File: config.mk
export PLATFORM = sky130hd
export DESIGN_NAME = sbox_arbiter_flat
export DESIGN_NICKNAME = d
export VERILOG_FILES = /design/src/rtl/sbox_arbiter_if.sv /design/src/rtl/sbox_arbiter.sv /design/src/flat_wrapper.sv
export SDC_FILE = /design/constraint.sdc
export NUM_CORES = 1
export LEC_CHECK = 0
export ABC_CLOCK_PERIOD_IN_PS = 11250
export CAP_MARGIN = 20
export CORE_MARGIN = 2
export CORE_UTILIZATION = 49
export CTS_BUF_LIST = sky130_fd_sc_hd__clkbuf_4
export DETAILED_ROUTE_END_ITERATION = 10
export PLACE_DENSITY = 0.87
export REMOVE_ABC_BUFFERS = 1
export SYNTH_ARGS = -nofsm -noshare
export SYNTH_HDL_FRONTEND = slang
export SYNTH_SLANG_ARGS = --single-unit
File: constraint.sdc
create_clock -name clk -period 11.25 [get_ports clk]
set_input_delay 2.25 -clock clk [delete_from_list [all_inputs] [get_ports clk]]
set_output_delay 2.25 -clock clk [all_outputs]
set_load 0.03 [all_outputs]
File: src/rtl/sbox_arbiter_if.sv
// Request/response bundle between the two S-box clients, the shared S-box and
// sbox_arbiter. The slave modport is the arbiter's view; master is the opposite side.
interface sbox_arbiter_if;
  logic         data_req_valid;
  logic [127:0] data_req_in;
  logic         data_req_ready;
  logic         data_resp_valid;
  logic [127:0] data_resp_out;
  logic         key_req_valid;
  logic [31:0]  key_req_in;
  logic         key_req_ready;
  logic         key_resp_valid;
  logic [31:0]  key_resp_out;
  logic [7:0]   sb_addr;
  logic [7:0]   sb_data;
  logic         busy;
  logic         grant_key;

  modport slave (
    input  data_req_valid, data_req_in, key_req_valid, key_req_in, sb_data,
    output data_req_ready, data_resp_valid, data_resp_out,
    output key_req_ready, key_resp_valid, key_resp_out,
    output sb_addr, busy, grant_key
  );

  modport master (
    output data_req_valid, data_req_in, key_req_valid, key_req_in, sb_data,
    input  data_req_ready, data_resp_valid, data_resp_out,
    input  key_req_ready, key_resp_valid, key_resp_out,
    input  sb_addr, busy, grant_key
  );
endinterface

File: src/rtl/sbox_arbiter.sv
// Time-shares one combinational AES S-box between a 16-byte SubBytes client and a
// 4-byte SubWord client, one byte per cycle. Define ARB_ROUND_ROBIN_EN for round-robin ties.
module sbox_arbiter (
  input logic           clk,
  input logic           rst,
  sbox_arbiter_if.slave bus
);
  typedef enum logic [1:0] {IDLE, SUB, DONE} state_e;

  state_e       state_q;
  logic [3:0]   cnt_q;
  logic         grant_key_q;
  logic         data_resp_valid_q;
  logic         key_resp_valid_q;
  logic [127:0] data_resp_out_q;
  logic [31:0]  key_resp_out_q;
  logic [127:0] work_q;

  logic tie_key;
  logic win_key;
  logic data_acc;
  logic key_acc;
  logic last_byte;

`ifdef ARB_ROUND_ROBIN_EN
  logic last_key_q;
  assign tie_key = ~last_key_q;
`else
  assign tie_key = 1'b1;
`endif

  assign win_key  = bus.key_req_valid & (~bus.data_req_valid | tie_key);
  assign key_acc  = (state_q == IDLE) & win_key;
  assign data_acc = (state_q == IDLE) & bus.data_req_valid & ~win_key;

  assign bus.key_req_ready  = key_acc;
  assign bus.data_req_ready = data_acc;

  assign last_byte = (cnt_q == (grant_key_q ? 4'd3 : 4'd15));

  // work_q shifts right one byte per SUB cycle, so the next byte is always at [7:0].
  assign bus.sb_addr         = (state_q == SUB) ? work_q[7:0] : 8'h00;
  assign bus.busy            = (state_q != IDLE);
  assign bus.grant_key       = grant_key_q;
  assign bus.data_resp_valid = data_resp_valid_q;
  assign bus.data_resp_out   = data_resp_out_q;
  assign bus.key_resp_valid  = key_resp_valid_q;
  assign bus.key_resp_out    = key_resp_out_q;

  always_ff @(posedge clk) begin
    if (!rst) begin
      state_q           <= IDLE;
      cnt_q             <= 4'd0;
      grant_key_q       <= 1'b0;
      data_resp_valid_q <= 1'b0;
      key_resp_valid_q  <= 1'b0;
      data_resp_out_q   <= '0;
      key_resp_out_q    <= '0;
`ifdef ARB_ROUND_ROBIN_EN
      last_key_q        <= 1'b1;
`endif
    end else begin
      // NOTE: pulse outputs default low here so they stay high for exactly one cycle.
      data_resp_valid_q <= 1'b0;
      key_resp_valid_q  <= 1'b0;
      case (state_q)
        IDLE: begin
          if (data_acc || key_acc) begin
            state_q     <= SUB;
            cnt_q       <= 4'd0;
            grant_key_q <= key_acc;
`ifdef ARB_ROUND_ROBIN_EN
            last_key_q  <= key_acc;
`endif
          end
        end
        SUB: begin
          if (last_byte) begin
            state_q <= DONE;
            cnt_q   <= 4'd0;
            if (grant_key_q) begin
              key_resp_valid_q <= 1'b1;
              key_resp_out_q   <= {bus.sb_data, work_q[31:8]};
            end else begin
              data_resp_valid_q <= 1'b1;
              data_resp_out_q   <= {bus.sb_data, work_q[127:8]};
            end
          end else begin
            cnt_q <= cnt_q + 4'd1;
          end
        end
        DONE:    state_q <= IDLE;
        default: state_q <= IDLE;
      endcase
    end
  end

  // NOTE: pure datapath, deliberately not reset; it is always loaded on accept before use.
  always_ff @(posedge clk) begin
    if (state_q == IDLE) begin
      if (data_acc) begin
        work_q <= bus.data_req_in;
      end else if (key_acc) begin
        work_q <= {96'h0, bus.key_req_in};
      end
    end else if (state_q == SUB) begin
      if (grant_key_q) begin
        work_q[31:0] <= {bus.sb_data, work_q[31:8]};
      end else begin
        work_q <= {bus.sb_data, work_q[127:8]};
      end
    end
  end

endmodule

File: src/flat_wrapper.sv
// flat-port wrapper written by rule: the top's interface ports become plain ports
module sbox_arbiter_flat 
  (clk, rst, bus_data_req_valid, bus_data_req_in, bus_key_req_valid, bus_key_req_in, bus_sb_data, bus_data_req_ready, bus_data_resp_valid, bus_data_resp_out, bus_key_req_ready, bus_key_resp_valid, bus_key_resp_out, bus_sb_addr, bus_busy, bus_grant_key);
  sbox_arbiter_if bus_i ();
  input logic clk;
  input logic rst;
  input wire logic [$bits(bus_i.data_req_valid)-1:0] bus_data_req_valid;
  input wire logic [$bits(bus_i.data_req_in)-1:0] bus_data_req_in;
  input wire logic [$bits(bus_i.key_req_valid)-1:0] bus_key_req_valid;
  input wire logic [$bits(bus_i.key_req_in)-1:0] bus_key_req_in;
  input wire logic [$bits(bus_i.sb_data)-1:0] bus_sb_data;
  output wire logic [$bits(bus_i.data_req_ready)-1:0] bus_data_req_ready;
  output wire logic [$bits(bus_i.data_resp_valid)-1:0] bus_data_resp_valid;
  output wire logic [$bits(bus_i.data_resp_out)-1:0] bus_data_resp_out;
  output wire logic [$bits(bus_i.key_req_ready)-1:0] bus_key_req_ready;
  output wire logic [$bits(bus_i.key_resp_valid)-1:0] bus_key_resp_valid;
  output wire logic [$bits(bus_i.key_resp_out)-1:0] bus_key_resp_out;
  output wire logic [$bits(bus_i.sb_addr)-1:0] bus_sb_addr;
  output wire logic [$bits(bus_i.busy)-1:0] bus_busy;
  output wire logic [$bits(bus_i.grant_key)-1:0] bus_grant_key;
  assign bus_i.data_req_valid = bus_data_req_valid;
  assign bus_i.data_req_in = bus_data_req_in;
  assign bus_i.key_req_valid = bus_key_req_valid;
  assign bus_i.key_req_in = bus_key_req_in;
  assign bus_i.sb_data = bus_sb_data;
  assign bus_data_req_ready = bus_i.data_req_ready;
  assign bus_data_resp_valid = bus_i.data_resp_valid;
  assign bus_data_resp_out = bus_i.data_resp_out;
  assign bus_key_req_ready = bus_i.key_req_ready;
  assign bus_key_resp_valid = bus_i.key_resp_valid;
  assign bus_key_resp_out = bus_i.key_resp_out;
  assign bus_sb_addr = bus_i.sb_addr;
  assign bus_busy = bus_i.busy;
  assign bus_grant_key = bus_i.grant_key;
  sbox_arbiter u_core (.clk(clk), .rst(rst), .bus(bus_i));
endmodule
After elaboration in Yosys (flattened, before gate mapping)
Cells that the tools add are included.
Widths: inputs -> output; s select.
Storage, ports and cells
  input port bits: 172
  register bits after elaboration: 297
Cells by class
  bitwise gates (word level): 5
  mux-type cells: 16
  reduce and logical (&&, ||, !) cells: 12
  equality and inequality tests: 6
  add/subtract/negate cells: 1
Operator list (count)
  $mux 128: 4
  $mux 96: 1
  $mux 32: 1
  $mux 4: 3
  $reduce_and 3->1: 4
  $mux 8: 1
  $pmux 4 s2: 1
  $reduce_and 2->1: 4
  $add 4x1->4 const B: 1
  $eq 4x4->1: 1
  $mux 2: 2
  $ne 2x2->1 const B: 2
  $pmux 2 s2: 1
  $reduce_bool 2->1: 2
  $and 1x1->1: 3
  $ne 3x1->1 const B: 1
  $eq 2x1->1 const B: 1
  $logic_not 2->1: 1
  $mux 1: 2
  $ne 2x1->1 const B: 1
  $not 1->1: 2
  $logic_or 1x1->1: 1

Depth between registers and ports, before layout
  depth in word-level cells: 6
  mapped depth: 8

Worst setup path after synthesis
No wires, ideal clock.
  path type: input port to flip-flop
  start point: input port bus_data_req_valid
  end point: register u_core.work_q[100] (enable)
  slack: 1133 ps
  arrival: 9424 ps
  cell stages on the path: 2
  cell sequence: nor3_1 -> a211oi_1
On the way
  word-level cells in the longest chain between the ends: 4
RTL lines
  start: declaration: RTL line flat_wrapper.sv:7  | input wire logic [$bits(bus_i.data_req_valid)-1:0] bus_data_req_valid;
  $and 1x1->1 (2 in series): RTL line sbox_arbiter.sv:34  | assign data_acc = (state_q == IDLE) & bus.data_req_valid & ~win_key;
  $ne 3x1->1 (no line)
  $reduce_and 3->1 (no line)
  end signal: assignment: RTL line sbox_arbiter.sv:102  | work_q <= bus.data_req_in;
  end signal: assignment: RTL line sbox_arbiter.sv:104  | work_q <= {96'h0, bus.key_req_in};
  end signal: assignment: RTL line sbox_arbiter.sv:110  | work_q <= {bus.sb_data, work_q[127:8]};
  end: declaration: RTL line sbox_arbiter.sv:17  | logic [127:0] work_q;
No other way between the ends.
A chain may end at the register's enable or synchronous reset.

Worst setup path after layout
  start point: input port bus_data_req_valid
  end point: output port bus_data_req_ready
On the way
  word-level cells in the longest chain between the ends: 2
RTL lines
  $and 1x1->1 (2 in series): RTL line sbox_arbiter.sv:34
  end: declaration: RTL line flat_wrapper.sv:12  | output wire logic [$bits(bus_i.data_req_ready)-1:0] bus_data_req_ready;
No other way between the ends.

==> run metrics <==
ratio of total power to cell area=149 mW/mm2; Seq cells post-synth=297; die area=0.0258 mm2; FF-to-FF setup slack=8.25 ns; sequential-to-total area share from yosys stat=60.1%; Initial Utilization=49.7%; Post-DP Area=0.0154 mm2; Crit path largest cell delay=0.78 ns; critical path buffer and inverter count=4; Final Critical Period=7.01 ns; family with the most delay on the worst path=buffers and inverters; number of max-cap violations=0; drt first pass iters=7; status=finished, final reports clean; Post-CTS Resized=0; FF-to-FF End=u_core.work_q[59]$_DFFE_PP_; H-tree depth=3; Max Fclk=between 100 and 150 MHz; arrival time at the worst endpoint=4.76 ns; final cycle utilization of the critical path=just over 60%; 1st-iter DRT viols=1,369; area growth from synthesis to layout=37.2%; worst-path cell chain=clkdlybuf4s50_1 -> or4b_1 -> buf_4 -> clkinv_4 -> clkdlybuf4s50_1; initial antenna violation count=1; Required @ worst endpoint=around 9.0 ns; reg2reg start=u_core.state_q[1]$_SDFFE_PN0P_; Synth Cell Area=between 0.01 and 0.015 mm2; Max Root-Sink Buffers=3; Clock Sinks=297; HP Start=u_core.bus.data_resp_out[30]$_SDFFE_PN0P_; FP Rows=57; CP Max Fanout=68; nets@finish=between 1,500 and 2,000; Die Wd=roughly 160 um; DRC violations left=0; synth top area cells=edfxtp_1, dfxtp_1, nand3_1; GRT Util Overall=28.6%; commonest non-fill, non-tap cell in the layout=clkdlybuf4s50_1; Most used DFF post-synth=dfxtp_1; endpoints failing setup=0; CTS tree=yes; CTS buffer count=77; # hold bufs at CTS=0; Final Cell Area=between 0.015 and 0.02 mm2; post-DR vias/cell=6.00; final worst slack=4.24 ns; Final TNS setup=0 ns; gp weighted congestion=around 0.84; WL/cell=20.8 um; R2R depth=4; Worst Hold Depth=2; total gr overflow=0; largest net degree at the start of global routing=96; Synth cell types=40; CP max-delay cell=clkdlybuf4s50_1; Mapped Avg Cell Area=between 10 and 15 um2; share of cells above drive strength 1=9.57%; worst hold endpoint=u_core.bus.data_resp_out[30]$_SDFFE_PN0P_; Die Ht=161 um; pre-CTS WS=4.27 ns; Worst Hold Class=flip-flop to flip-flop; post-synthesis cell count=1,172; DP Wirelength=23,400 um; Crit. End Element=output port; Post-CTS Repair Setup Buffers=0; Post-DRT Antenna Nets=0; top-area cell type share of the netlist area=32.0%; Ys Warns=0; CTS root buffer=clkbuf_4; commonest non-fill, non-tap cells in the layout=clkdlybuf4s50_1, nand3_1, dfxtp_1; CP startpoint kind=input port; Boundary Pins=346; IO Port Bufs=between 300 and 400; crit-path most repeated cell=clkdlybuf4s50_1; Final Hold Viols=0; EDFF count, synth=~130; clk slew on worst S/H paths=0.06 ns; vias in the first global route=11,113; worst skew pair latency=0.66 ns; vias after detailed routing=11,231; leak pwr=between 5 and 6 nW; Setup CP Type=input port to output port; slew at the pin with the worst max-slew slack=1.03 ns; Placeable Area=around 0.024 mm2; Clock Skew=roughly 0.039 ns; Detailed Route WL=38,900 um; first-pass GRT wire length=58,800 um; VDD IR-drop max=0.103 mV; Final Slew Violations=0; Slew HR=31.3%; cell taking the most area after synthesis=edfxtp_1; RSZ-0062 raised after global routing=no; ys async rst share=0%
## worst max path at each step
stage | start | end | slack, ns | cells past startpoint
6_report | bus_data_req_valid | bus_data_req_ready | 4.24 | 5
5_1_grt | bus_data_req_valid | bus_data_req_ready | 4.14 | 5
4_1_cts | bus_data_req_valid | bus_data_req_ready | 4.26 | 5
3_5_place_dp | bus_data_req_valid | bus_data_req_ready | 4.27 | 5
3_3_place_gp | bus_data_req_valid | bus_data_req_ready | 4.29 | 5
2_1_floorplan | bus_data_req_valid | u_core.work_q[100]$_DFFE_PP_ | 1.13 | 2
## cells by family after synthesis
| kind of cell | count (synthesis) | share of synthesized area (%) |
|---|---|---|
| simple gates | 295 | 12.1 |
| compound gates | 441 | 21.9 |
| mux | 8 | 0.666 |
| flops | 297 | 60.1 |
| buf+inv | 130 | 5.12 |
| fa+ha+maj | 1 | 0.104 |
## registers in the layout, indices dropped and copies added, names as in the netlist
register,cells
u_core.state_q,2
u_core.work_q,128
u_core.bus.key_resp_out,32
u_core.bus.grant_key,1
u_core.bus.data_resp_valid,1
u_core.bus.data_resp_out,128
u_core.bus.key_resp_valid,1
u_core.cnt_q,4
## through the flow
stage / instances / power (mW) / util [%] / hold slack (ns)
floorplan: 1047 / 1.38 / - / 0.471
global placement: 1730 / 1.49 / 63.9 / 0.460
detailed placement: 1730 / 1.50 / 63.9 / 0.467
CTS: 1869 / 2.46 / 68.1 / 0.476
global route: 1872 / 2.54 / 68.3 / 0.493
finish: 1872 / 2.45 / 68.3 / 0.474
## power breakdown
group / internal (mW) / total (mW) / switching, mW
Combinational: 0.107 / 0.221 / 0.114
Clock: 0.527 / 0.966 / 0.438
Sequential: 1.21 / 1.26 / 0.0501
Total: 1.85 / 2.45 / 0.602
## synth_stat cells, types with 2 or more instances
cell,count
a221oi_1,2
mux2i_1,8
nor2_2,2
buf_1,6
o21ai_0,164
buf_6,12
nor2_1,12
nand3b_1,2
a22o_1,96
nand2b_1,2
a221o_1,8
inv_1,2
inv_2,2
clkbuf_1,89
a21oi_1,163
and2_1,9
and3b_1,2
nand2_1,49
o31ai_1,2
edfxtp_1,128
nand3_1,209
buf_2,17
dfxtp_1,169
## worst register-to-register path: cells and delay by family (launching register included)
family                 cells  cell delay, ns
buffers and inverters      2            1.04
AND/OR/NAND/NOR            1            0.82
AO/OA/AOI/OAI              1            0.39
flip-flops                 1            0.48
## layout make-up
cell class              instances  area (um2)
fillers                      1770        7670
clock buffers                 119         893
inverters                       5        31.3
flip-flops and latches        297        7230
diodes                          2        5.00
well taps                     324         405
clock inverters                20         131
repair buffers                360        3590
multi-input cells             745        4220
## layer usage
metal  GRT usage (%)  part of all wire, %  up-vias
met5               0                    0        -
met4            14.7                  4.3        0
met3            8.88                   11      123
met2            46.2                   47      712
met1            34.6                   38     5352
li1                -                    -     5044
Note: power is estimated with default switching activity, not from simulation.
